File: config.mk
export PLATFORM = sky130hd
export DESIGN_NAME = mac_pipeline
export DESIGN_NICKNAME = d
export VERILOG_FILES = /design/src/rtl/mac_pipeline.sv
export SDC_FILE = /design/constraint.sdc
export NUM_CORES = 1
export LEC_CHECK = 0
export CORE_MARGIN = 4
export CORE_UTILIZATION = 25
export DETAILED_ROUTE_END_ITERATION = 6
export PLACE_DENSITY = 0.39
export SETUP_SLACK_MARGIN = 0.4
export SLEW_MARGIN = 20
export SYNTH_ARGS = -nofsm -noshare
export SYNTH_HDL_FRONTEND = slang
export SYNTH_SLANG_ARGS = --single-unit
File: constraint.sdc
create_clock -name clk -period 4.2 [get_ports clk]
set_input_delay 0.63 -clock clk [delete_from_list [all_inputs] [get_ports clk]]
set_output_delay 0.63 -clock clk [all_outputs]
set_load 0.02 [all_outputs]
File: src/rtl/mac_pipeline.sv
// mac_pipeline
//   Three-stage unsigned multiply-add pipeline.
//     mode 0 : result = a*b + c
//     mode 1 : result = acc += a*b  (acc_clr restarts the running sum at a*b)
//   Results are truncated to OUT_W bits. ovf flags a result that does not fit.
//   With SATURATE != 0, an overflowing result is clamped to all-ones.
//   If the output is held (out_valid & !out_ready), every stage, the
//   accumulator and the outputs hold as well.
//
// Ports
//   clk        in   1       rising-edge clock
//   rst_n      in   1       asynchronous active-low reset
//   in_valid   in   1       input beat present
//   in_ready   out  1       beat accepted this cycle (combinational from out_ready)
//   a, b       in   DATA_W  multiplicand / multiplier
//   c          in   DATA_W  addend, mode 0 only
//   mode       in   1       0: a*b+c, 1: accumulate a*b
//   acc_clr    in   1       mode 1 only: restart accumulation
//   out_valid  out  1       result beat present
//   out_ready  in   1       downstream accepts result
//   data_out   out  OUT_W   result
//   ovf        out  1       result exceeded OUT_W bits
module mac_pipeline #(
  parameter int DATA_W   = 8,
  parameter int OUT_W    = 8,
  parameter int SATURATE = 0
) (
  input  logic              clk,
  input  logic              rst_n,
  input  logic              in_valid,
  output logic              in_ready,
  input  logic [DATA_W-1:0] a,
  input  logic [DATA_W-1:0] b,
  input  logic [DATA_W-1:0] c,
  input  logic              mode,
  input  logic              acc_clr,
  output logic              out_valid,
  input  logic              out_ready,
  output logic [OUT_W-1:0]  data_out,
  output logic              ovf
);

  localparam int PROD_W = 2 * DATA_W;
  localparam int SUM_W  = 2 * DATA_W + 4;

  logic pipe_en;

  // stage 1
  logic              s1_valid;
  logic [PROD_W-1:0] s1_prod;
  logic [DATA_W-1:0] s1_c;
  logic              s1_mode;
  logic              s1_clr;

  // stage 2
  logic              s2_valid;
  logic [SUM_W-1:0]  s2_sum;
  logic [SUM_W-1:0]  acc;

  logic [PROD_W-1:0] prod_nxt;
  logic [SUM_W-1:0]  prod_ext;
  logic [SUM_W-1:0]  c_ext;
  logic [SUM_W-1:0]  acc_base;
  logic [SUM_W-1:0]  acc_nxt;
  logic [SUM_W-1:0]  sum_nxt;
  logic              ovf_nxt;
  logic [OUT_W-1:0]  data_nxt;

  // Backpressure is global: a held output freezes the whole pipeline, bubbles included.
  assign pipe_en  = !out_valid || out_ready;
  assign in_ready = pipe_en;

  assign prod_nxt = {{DATA_W{1'b0}}, a} * {{DATA_W{1'b0}}, b};

  assign prod_ext = {{(SUM_W-PROD_W){1'b0}}, s1_prod};
  assign c_ext    = {{(SUM_W-DATA_W){1'b0}}, s1_c};
  // After reset acc is 0, so the first mode-1 beat also starts from zero.
  assign acc_base = s1_clr ? '0 : acc;
  assign acc_nxt  = acc_base + prod_ext;
  assign sum_nxt  = s1_mode ? acc_nxt : (prod_ext + c_ext);

  // Overflow is taken from the upper bits of the stage-2 sum. When OUT_W
  // covers the full sum width, no upper bits exist and the flag stays 0.
  generate
    if (OUT_W < SUM_W) begin : g_ovf_hi
      assign ovf_nxt = |s2_sum[SUM_W-1:OUT_W];
    end else begin : g_ovf_none
      assign ovf_nxt = 1'b0;
    end
  endgenerate

  assign data_nxt = ((SATURATE != 0) && ovf_nxt) ? {OUT_W{1'b1}} : s2_sum[OUT_W-1:0];

  // S1: register product and sideband
  always_ff @(posedge clk or negedge rst_n) begin
    if (!rst_n) begin
      s1_valid <= 1'b0;
      s1_prod  <= '0;
      s1_c     <= '0;
      s1_mode  <= 1'b0;
      s1_clr   <= 1'b0;
    end else if (pipe_en) begin
      s1_valid <= in_valid;
      s1_prod  <= prod_nxt;
      s1_c     <= c;
      s1_mode  <= mode;
      s1_clr   <= acc_clr;
    end
  end

  // S2: add / accumulate. Only valid mode-1 beats touch acc.
  always_ff @(posedge clk or negedge rst_n) begin
    if (!rst_n) begin
      s2_valid <= 1'b0;
      s2_sum   <= '0;
      acc      <= '0;
    end else if (pipe_en) begin
      s2_valid <= s1_valid;
      s2_sum   <= sum_nxt;
      if (s1_valid && s1_mode) begin
        acc <= acc_nxt;
      end
    end
  end

  // S3: truncate / saturate into output registers
  always_ff @(posedge clk or negedge rst_n) begin
    if (!rst_n) begin
      out_valid <= 1'b0;
      data_out  <= '0;
      ovf       <= 1'b0;
    end else if (pipe_en) begin
      out_valid <= s2_valid;
      data_out  <= data_nxt;
      ovf       <= ovf_nxt;
    end
  end

endmodule

==> results.txt, run 1 <==
Worst-Margin Slew - 0.7029 ns
Gate Count Post-Synth - 771
DIE WIDTH - 173.0 µm
P_leak - 3.865 nW
CTS sink cnt - 78
Mapped cell area - 0.006808 mm²
Hold Vio Cnt, Final - 0
FF-to-FF setup slack - 1.06 ns
Avg Vias per Cell - 4.607
Sequential element share of the synthesized area - 28.67%
Final std cells w/o fill - 1192
Hpwl dp - 14.48 mm
Most frequent cells in the layout - nand2_1 (126), dfrtp_1 (78), inv_1 (55), ha_1 (55), buf_4 (47)
CTS tree - built
Slew HR - 53.14%
Worst hold slack - 0.3281 ns
DR WL/cell - 15.70 µm
Crit path required time - 4.41 ns
Most common cell after layout, fill and taps aside - nand2_1
# setup viols final - 0
Crit path DAT - 4.17 ns
Fin crit period - 3.962 ns
Grt ovf - 0
Antenna diodes - 0
Clock buffer depth - 2
Clock-pin slew on the worst setup and hold paths - 0.07 ns
Cell mode on critical path - fa_1
Io pins - 41
DR pass1 iterations - 4
FF-to-FF path depth - 10
RSZ-0062 raised after global routing - yes
Max-cap viol count - 0
Die Span Y - 173.0 µm
Tcrit/Tclk final - 94.34%
Power after layout - 5.660 mW
Clk_skew - 0.01005 ns
FF-to-FF Start - s1_clr$_DFFE_PN0P_
GRT Overall Usage - 12.66%
Largest net degree at the start of global routing - 52
Routed Antenna Nets - 0
Final setup margin - 0.2378 ns
Post-Place Worst Slack - -0.6329 ns
Worst path bufs/invs - 3
Initial core utilization - 25.33%
Final Slew Violations - 0
Row count - 60
Dominant cells by area after synthesis - dfrtp_1 (29%), fa_1 (11%), ha_1 (11%), nand2_1 (7.3%), and2_1 (4.8%)
Worst path cell trace - buf_6, and2_4, fa_1, inv_1, fa_1, fa_1, inv_1, fa_1, ha_4, a211o_4, or2_4, a31oi_4, xor2_1, a21oi_1
Mapped Avg Cell Area - 8.830 µm²
Outcome - finished, final reports clean
Synth unique cells - 66
Syn. warnings - 0
Latest clock arrival within the worst-skew pair - 0.35 ns
# DRC - 0
Vias after detailed routing - 5491
Max Clk Rate - 252.4 MHz
Initial antenna violation count - 0
Hold WC Path Type - in -> async
Pwr Density - 665.4 mW/mm²
Layout fillers - 2837
Number of enable flip-flop cells after synthesis - 0
Synth Register Bits - 78
Synth top area share - 28.67%
Critical path type - in -> reg
Initial DRC Count - 254
Slowest stage cell, crit path - fa_1
# port buffers - 40
Layout cells sized above 1 - 17.51%
Worst setup EP type - register
Post-CTS Hold Buffers - 0
Drt total wl - 18.71 mm
Critical R2R Capture - s2_sum[12]$_DFFE_PN0P_
GP Congestion - 0.7923
CTS buffer count - 9
Area growth syn-to-layout - 24.96%
Number of nets in the layout - 974
Vias in the first global route - 5657
Ys flop type - dfrtp_1
Core Box Area - 0.02688 mm²
CTS H-Tree Depth - 3
Post-synth top area cell - dfrtp_1
Crit-path max FO - 3
Delay-heaviest family, CP - adder cells
Dpl cells - 1168
Die Area - 0.02994 mm²
CTS root buf - clkbuf_16
Synth Net Count - 899
CP Launch Type - primary input
Asr flop ratio synth - 100.0%
Max rail drop VDD - 0.2434 mV
First-pass GRT wire length - 30.98 mm
Slowest Stage Delay on Critical Path - 0.53 ns
==> sequential cells by signal, indices dropped and copies added (netlist names) <==
| signal | count |
|---|---|
| s2_sum | 20 |
| s1_c | 8 |
| s1_mode | 1 |
| data_out | 8 |
| out_valid | 1 |
| s1_valid | 1 |
| acc | 20 |
| s1_clr | 1 |
| ovf | 1 |
| s1_prod | 16 |
| s2_valid | 1 |
==> layout make-up <==
class                           instances  area [µm²]  area share [%]
Sequential cell                        78        1952           22.94
Timing Repair Buffer                   88       814.5           9.575
Multi-Input combinational cell        606        4746           55.79
Clock buffer                           10       239.0           2.809
Inverter                               63       236.5           2.780
Tap cell                              341       426.7           5.015
Clock inverter                          6       92.59           1.088
==> worst max-delay path by stage <==
stage / from / end / slack [ns] / depth (start not counted)
CTS: b[5] / s1_prod[12]$_DFFE_PN0P_ / 0.16 / 15
global placement: a[5] / s1_prod[14]$_DFFE_PN0P_ / -0.63 / 17
finish: a[7] / s1_prod[12]$_DFFE_PN0P_ / 0.24 / 14
detailed placement: a[3] / s1_prod[14]$_DFFE_PN0P_ / -0.63 / 17
global route: b[5] / s1_prod[15]$_DFFE_PN0P_ / 0.09 / 16
floorplan: a[7] / s1_prod[12]$_DFFE_PN0P_ / 0.13 / 13
==> report_power, final <==
part           leakage [nW]  switching [mW]  total (mW)  internal, mW
clock network         0.156           0.337       0.878         0.541
registers             0.939           0.270        1.34          1.07
logic                  2.77            1.89        3.45          1.55
total                  3.86            2.50        5.66          3.16
==> worst register-to-register path, stage by stage (launching register included) <==
cell      delay [ns]
dfrtp_1         0.59
nor2b_1         0.21
ha_1            0.22
inv_1           0.07
fa_1            0.39
nand2b_1        0.19
a21o_1          0.22
a211oi_1        0.47
nor2_1          0.13
xnor2_1         0.18
a221o_1         0.37
==> synth_stat cells (all sizes together) (9+ instances only) <==
cell type,n
and2,53
nor2,39
o21ai,51
a211oi,9
xnor2,17
xor2,14
a21oi,38
ha,60
nand2,133
clkbuf,14
buf,10
dfrtp,78
inv,63
nor2b,21
fa,38
nand3,19
==> metrics by stage <==
step	utilization (%)	cell area, µm²	TNS, ns
after floorplan	-	6902	0
after global placement	29.46	7916	-4.658
after detailed placement	29.46	7916	-4.823
after CTS	31.28	8408	0
after global routing	31.65	8507	0
final	31.65	8507	0
==> per-layer routing <==
| metal | up-vias | track usage [%] | wire (µm) |
|---|---|---|---|
| li1 | 2777 | - | - |
| met1 | 2646 | 17.75 | 9401 |
| met2 | 56 | 20.82 | 8677 |
| met3 | 12 | 2.011 | 451 |
| met4 | 0 | 2.494 | 180 |
| met5 | - | 0 | 0 |
==> cells by family (layout without fill, tap and decap cells) <==
family	after synthesis	count (layout)	synth area share, %
AO/OA/AOI/OAI	164	164	16.76
multiplexers	11	11	1.746
flip-flops	78	78	28.67
AND/OR/NAND/NOR	302	302	21.43
buffers and inverters	87	167	5.201
adder cells (fa/ha/maj)	98	98	22.20
XOR/XNOR	31	31	3.988
==> timing repair <==
| item | CTS | global route |
|---|---|---|
| gates cloned | 0 | 0 |
| gates resized for setup | 120 | 19 |
| setup endpoints to repair | 10 | 9 |
| pin swaps | 50 | 34 |
| setup buffers | 5 | 3 |
(Power assumes the default switching activity.)
==> inputs of run 2 (changes only) <==
--- a/config.mk
+++ b/config.mk
@@ -8,7 +8,6 @@
 export CORE_MARGIN = 4
 export CORE_UTILIZATION = 25
 export DETAILED_ROUTE_END_ITERATION = 6
-export PLACE_DENSITY = 0.39
 export SETUP_SLACK_MARGIN = 0.4
 export SLEW_MARGIN = 20
 export SYNTH_ARGS = -nofsm -noshare
==> run 2 against run 1 <==
Register-to-register slack better by 0.09 ns. Die area did not move. Cell count unchanged. Wire length fell by 10%. Via count rose by 0.76%. Critical path depth increased by 3. Clock power fell by 10%. Design area is 1.1% lower. Maximum frequency decreased by 0.29%. Setup slack got worse by 0.012 ns. Largest cell class unchanged. Largest power group unchanged. Highest routed layer is now met5.
==> results.txt, run 2 (synthesis results as in run 1) <==
Worst-Margin Slew - 0.7371 ns (+0.03425 ns)
Final Slew Violations - 0 (unchanged)
Most common cell after layout, fill and taps aside - nand2_1
Instance area at placement - 0.007946 mm² (+0.38%)
Register area - 0.001952 mm² (unchanged)
Crit path required time - 4.41 ns (about the same)
Largest registers - acc x20, s2_sum x20, s1_prod x16
Initial core utilization - 25.33% (unchanged)
Vias in the first global route - 5625 (-0.57%)
CP Launch Type - primary input
Flop pwr share - 24.3% (+0.7 points)
# DRC - 0 (unchanged)
Worst setup EP type - register
Clk pwr share - 14.5% (-1.0 points)
CTS root buf - clkbuf_16
Core Box Area - 0.02688 mm² (unchanged)
# port buffers - 40 (unchanged)
Internal power - 3.064 mW (-3.1%)
Crit path DAT - 4.18 ns (about the same)
Row count - 60 (unchanged)
Avg Vias per Cell - 4.642 (+0.76%)
Final instance area - 0.008411 mm² (-1.1%)
Post-CTS Hold Buffers - 0 (unchanged)
Area growth syn-to-layout - 23.54%
Number of nets in the layout - 975 (+0.10%)
Max Clk Rate - 251.6 MHz (-0.29%)
RSZ-0062 raised after global routing - yes
Pwr Density - 647.4 mW/mm² (-2.7%)
Clk_skew - 0.008572 ns (-0.001473 ns)
Layout fillers - 2842 (+0.18%)
# setup viols final - 0 (unchanged)
Outcome - finished, final reports clean
Largest net degree at the start of global routing - 79 (+52%)
DIE WIDTH - 173.0 µm (unchanged)
Hold Vio Cnt, Final - 0 (unchanged)
Hpwl dp - 12.98 mm (-10%)
Grt ovf - 0 (unchanged)
Footprint of the multi-input gates - 0.004710 mm² (-0.76%)
Worst hold slack - 0.3352 ns (+0.007066 ns)
Gate power share - 61.2% (+0.3 points)
Power after layout - 5.445 mW (-3.8%)
CTS tree - built
Hold WC Path Type - in -> async
Latest clock arrival within the worst-skew pair - 0.35 ns (about the same)
Util after Layout - 31.29% (-0.36 points)
Drt total wl - 16.75 mm (-10%)
Critical path type - in -> reg
Clock-pin slew on the worst setup and hold paths - 0.06 ns (about the same)
Crit-path max FO - 5 (+2)
Initial DRC Count - 234 (-7.9%)
Psw - 2.381 mW (-4.7%)
Io pins - 41 (unchanged)
Die Area - 0.02994 mm² (unchanged)
Fin crit period - 3.974 ns (+0.01166 ns)
GRT Overall Usage - 11.46% (-1.2 points)
Die Span Y - 173.0 µm (unchanged)
GP Congestion - 0.8316 (+5.0%)
Max-cap viol count - 0 (unchanged)
Max rail drop VDD - 0.2330 mV (-4.3%)
Antenna diodes - 0 (unchanged)
Clock buffer depth - 2 (unchanged)
Setup tns final - 0 ns (unchanged)
DR WL/cell - 14.05 µm (-10%)
DR pass1 iterations - 4 (unchanged)
Vias after detailed routing - 5533 (+0.76%)
Routed Antenna Nets - 0 (unchanged)
CTS H-Tree Depth - 3 (unchanged)
P_leak - 3.834 nW (-0.79%)
Initial antenna violation count - 1 (+1)
CTS buffer count - 9 (unchanged)
Slew HR - 50.86% (-2.3 points)
First-pass GRT wire length - 28.64 mm (-7.6%)
Most frequent cells in the layout - nand2_1 (124), dfrtp_1 (78), inv_1 (57)
Tcrit/Tclk final - 94.62% (+0.28 points)
Sw Ratio - 43.73% (-0.40 points)
Layout cells sized above 1 - 16.57% (-0.94 points)
CTS sink cnt - 78 (unchanged)
run 2: critical path, stage by stage:
cell and delay (ns):
clkbuf_4 0.15, nand2_2 0.07, fa_1 0.48, fa_1 0.50, inv_1 0.05, fa_1 0.47, inv_1 0.05, fa_1 0.51
inv_2 0.05, ha_4 0.25, nand3_1 0.09, o211ai_1 0.09, buf_4 0.17, or2_4 0.23, a31oi_4 0.18, xor2_1 0.15
a21oi_1 0.07
run 2: path summary, 6_finish.rpt:
path | start | endpoint | slack (ns) | cells after the start
min reg2reg | s2_valid$_DFFE_PN0P_ | s2_valid$_DFFE_PN0P_ | 0.46 | 2
max reg2reg | s1_clr$_DFFE_PN0P_ | s2_sum[15]$_DFFE_PN0P_ | 1.15 | 8
min | rst_n | acc[17]$_DFFE_PN0P_ | 0.34 | 1
min in group clk | s2_valid$_DFFE_PN0P_ | s2_valid$_DFFE_PN0P_ | 0.46 | 2
max | b[7] | s1_prod[12]$_DFFE_PN0P_ | 0.23 | 17
max in group asynchronous | rst_n | s1_prod[6]$_DFFE_PN0P_ | 3.37 | 1
run 2: final cells by class:
cell class	instances	area share, %
sequential	78	23.21
clock buffer	10	2.841
inverter	63	2.812
tap	341	5.073
clock inverter	5	0.6992
multi-input combinational	606	56.00
timing repair buffer	89	9.372
run 2: power groups by stage:
stage	Clock [mW]	Sequential, mW	Combinational (mW)
finish	0.788	1.32	3.33
global route	0.842	1.37	3.75
CTS	0.810	1.33	3.27
detailed placement	0	1.34	3.19
global placement	0	1.33	3.15
floorplan	0	1.29	2.34
run 2: per-stage QoR:
stage,worst slack [ns],std cells
floorplan,0.1280,771
global placement,-0.5669,1172
detailed placement,-0.6025,1172
CTS,0.2261,1191
global route,0.08533,1192
finish,0.2261,1192
run 2: timing repair:
action                     CTS  global route
buffers inserted             4             1
hold endpoints to repair     0             0
setup endpoints to repair   11             9
gates resized for setup     82            36
pin swaps                   25            27
cloned                       0             0
run 2: per-layer routing:
| layer | vias up | routed length (µm) | track usage [%] | share of wire, % |
|---|---|---|---|---|
| met2 | 78 | 7953 | 18.61 | 47 |
| met4 | 2 | 239 | 3.259 | 1.4 |
| li1 | 2780 | - | - | - |
| met3 | 19 | 676 | 2.274 | 4.0 |
| met1 | 2654 | 7866 | 15.57 | 47 |
| met5 | - | 17 | 0 | 0.10 |
==> inputs of run 3 (changes only) <==
--- a/config.mk
+++ b/config.mk
@@ -9,7 +9,6 @@
 export CORE_UTILIZATION = 25
 export DETAILED_ROUTE_END_ITERATION = 6
 export SETUP_SLACK_MARGIN = 0.4
-export SLEW_MARGIN = 20
 export SYNTH_ARGS = -nofsm -noshare
 export SYNTH_HDL_FRONTEND = slang
 export SYNTH_SLANG_ARGS = --single-unit
==> run 3 against run 2 <==
Clock-buffer cell count did not move. Design area barely moved. Worst hold slack improved by 0.12 ns. Combinational power barely moved. Setup slack improved by 0.00070 ns. Largest cell class unchanged. Sequential power barely moved. Critical endpoint unchanged. Clock power barely moved.
==> results.txt, run 3 (synthesis results as in run 1) <==
Outcome - finished, final reports clean
FF-to-FF Start - s1_clr$_DFFE_PN0P_
Vias in the first global route - 5625 (unchanged)
Pwr Density - 647.7 mW/mm² (about the same)
Critical path type - in -> reg
Latest clock arrival within the worst-skew pair - 0.35 ns (about the same)
Clk_skew - 0.008570 ns (-0.000002140 ns)
Hold Vio Cnt, Final - 0 (unchanged)
Die Area - 0.02994 mm² (unchanged)
Initial core utilization - 25.33% (unchanged)
DIE WIDTH - 173.0 µm (unchanged)
Fin crit period - 3.973 ns (-0.0006990 ns)
Slowest stage cell, crit path - fa_1
FF-to-FF setup slack - 1.15 ns (about the same)
Drt total wl - 16.74 mm (about the same)
Delay-heaviest family, CP - adder cells
Largest net degree at the start of global routing - 79 (unchanged)
# DRC - 0 (unchanged)
Crit-path max FO - 5 (unchanged)
Most frequent cells in the layout - nand2_1 (124), dfrtp_1 (78), inv_1 (57)
Initial antenna violation count - 1 (unchanged)
Clock buffer depth - 2 (unchanged)
Worst path cell trace - clkbuf_4, nand2_2, fa_1, fa_1, inv_1, fa_1, inv_1, fa_1, inv_2, ha_4, nand3_1, o211ai_1, buf_4, or2_4, a31oi_4, xor2_1, a21oi_1
Layout cells sized above 1 - 16.57% (unchanged)
Crit path required time - 4.41 ns (about the same)
Max-cap viol count - 0 (unchanged)
Initial DRC Count - 234 (unchanged)
Area growth syn-to-layout - 23.49% (about the same)
Worst hold slack - 0.4571 ns (+0.1219 ns)
CTS sink cnt - 78 (unchanged)
Grt ovf - 0 (unchanged)
Slew HR - 32.45% (-18 points)
# port buffers - 40 (unchanged)
Layout fillers - 2842 (unchanged)
Final setup margin - 0.2268 ns (+0.0006990 ns)
Hold Path Cell Cnt - 2
# setup viols final - 0 (unchanged)
Max Clk Rate - 251.7 MHz (about the same)
Number of nets in the layout - 975 (unchanged)
Post-Place Worst Slack - -0.6025 ns (unchanged)
Critical R2R Capture - s2_sum[15]$_DFFE_PN0P_
CTS root buf - clkbuf_16
CTS buffer count - 9 (unchanged)
Hold WC Path Type - reg -> reg
Worst path bufs/invs - 5 (unchanged)
Core Box Area - 0.02688 mm² (unchanged)
Setup tns final - 0 ns (unchanged)
GRT Overall Usage - 11.46% (unchanged)
Largest registers - acc x20, s2_sum x20, s1_prod x16
DR pass1 iterations - 4 (unchanged)
Tcrit/Tclk final - 94.60% (about the same)
Final Slew Violations - 0 (unchanged)
GP Congestion - 0.8316 (unchanged)
Hold path start - s2_valid$_DFFE_PN0P_
DR WL/cell - 14.04 µm (about the same)
Max rail drop VDD - 0.2331 mV (about the same)
Row count - 60 (unchanged)
Crit path DAT - 4.18 ns (about the same)
Most common cell after layout, fill and taps aside - nand2_1
CTS H-Tree Depth - 3 (unchanged)
Cell mode on critical path - fa_1
FF-to-FF path depth - 8 (unchanged)
First-pass GRT wire length - 28.64 mm (unchanged)
Final instance area - 0.008407 mm² (about the same)
Vias after detailed routing - 5541 (+0.14%)
P_leak - 3.833 nW (about the same)
Hpwl dp - 12.98 mm (unchanged)
Slowest Stage Delay on Critical Path - 0.51 ns (about the same)
Worst-Margin Slew - 1.013 ns (+0.2762 ns)
Instance area at placement - 0.007946 mm² (unchanged)
Avg Vias per Cell - 4.648 (+0.14%)
CP Launch Type - primary input
Clock-pin slew on the worst setup and hold paths - 0.06 ns (about the same)
Routed Antenna Nets - 0 (unchanged)
Worst Hold End - s2_valid$_DFFE_PN0P_
Worst setup EP type - register
CTS tree - built
RSZ-0062 raised after global routing - yes
Antenna diodes - 0 (unchanged)
Io pins - 41 (unchanged)
Die Span Y - 173.0 µm (unchanged)
Util after Layout - 31.28% (about the same)
-- run 3: cell counts in the layout (fill, tap and decap cells not counted) --
No cell type changed its count.
-- run 3: cell type report --
class	instances	area, µm²	area share, %
Clock inverter	5	58.81	0.6995
Clock buffer	10	239.0	2.843
Tap cell	341	426.7	5.075
Inverter	63	236.5	2.813
Timing Repair Buffer	89	784.5	9.332
Multi-Input combinational cell	606	4710	56.02
Sequential cell	78	1952	23.22
-- run 3: per-layer routing --
layer  vias up  part of all wire, %  routed length [µm]  GRT usage [%]
li1       2781                    -                   -              -
met1      2657                   47                7848          15.57
met2        82                   47                7935          18.61
met3        19                  4.2                 699          2.274
met4         2                  1.4                 239          3.259
met5         -                 0.10                  17              0
-- run 3: power by group --
group          internal, mW  total [mW]  switching, mW
sequential             1.07        1.32          0.256
combinational          1.52        3.33           1.81
clock                 0.474       0.789          0.315
-- run 3: worst max-delay path by stage --
| stage | slack [ns] | cells after the start | start | to |
|---|---|---|---|---|
| after floorplan | 0.13 | 13 | a[7] | s1_prod[12]$_DFFE_PN0P_ |
| after global placement | -0.57 | 17 | a[4] | s1_prod[14]$_DFFE_PN0P_ |
| after detailed placement | -0.60 | 17 | a[4] | s1_prod[14]$_DFFE_PN0P_ |
| after CTS | 0.23 | 15 | a[6] | s1_prod[15]$_DFFE_PN0P_ |
| after global routing | 0.09 | 17 | b[2] | s1_prod[14]$_DFFE_PN0P_ |
| final | 0.23 | 17 | b[7] | s1_prod[12]$_DFFE_PN0P_ |
-- run 3: worst reg2reg max path, cell delays in order (launching register included) --
cell and delay [ns]:
dfrtp_1 0.59, buf_4 0.27, nor2b_1 0.08, ha_1 0.37, a21oi_1 0.36, o21ai_0 0.15
or3_1 0.32, o311ai_0 0.57, a221oi_1 0.19
-- run 3: what timing repair did --
action	CTS	global route
gates resized for setup	82	36
setup endpoints to repair	11	9
pin swaps	25	27
buffers inserted	4	1
hold buffers	0	0
-- run 3: stage by stage --
stage	std cells	total power, mW
2_1_floorplan	771	3.629
3_3_place_gp	1172	4.477
3_5_place_dp	1172	4.523
4_1_cts	1191	5.408
5_1_grt	1192	5.960
6_report	1192	5.445
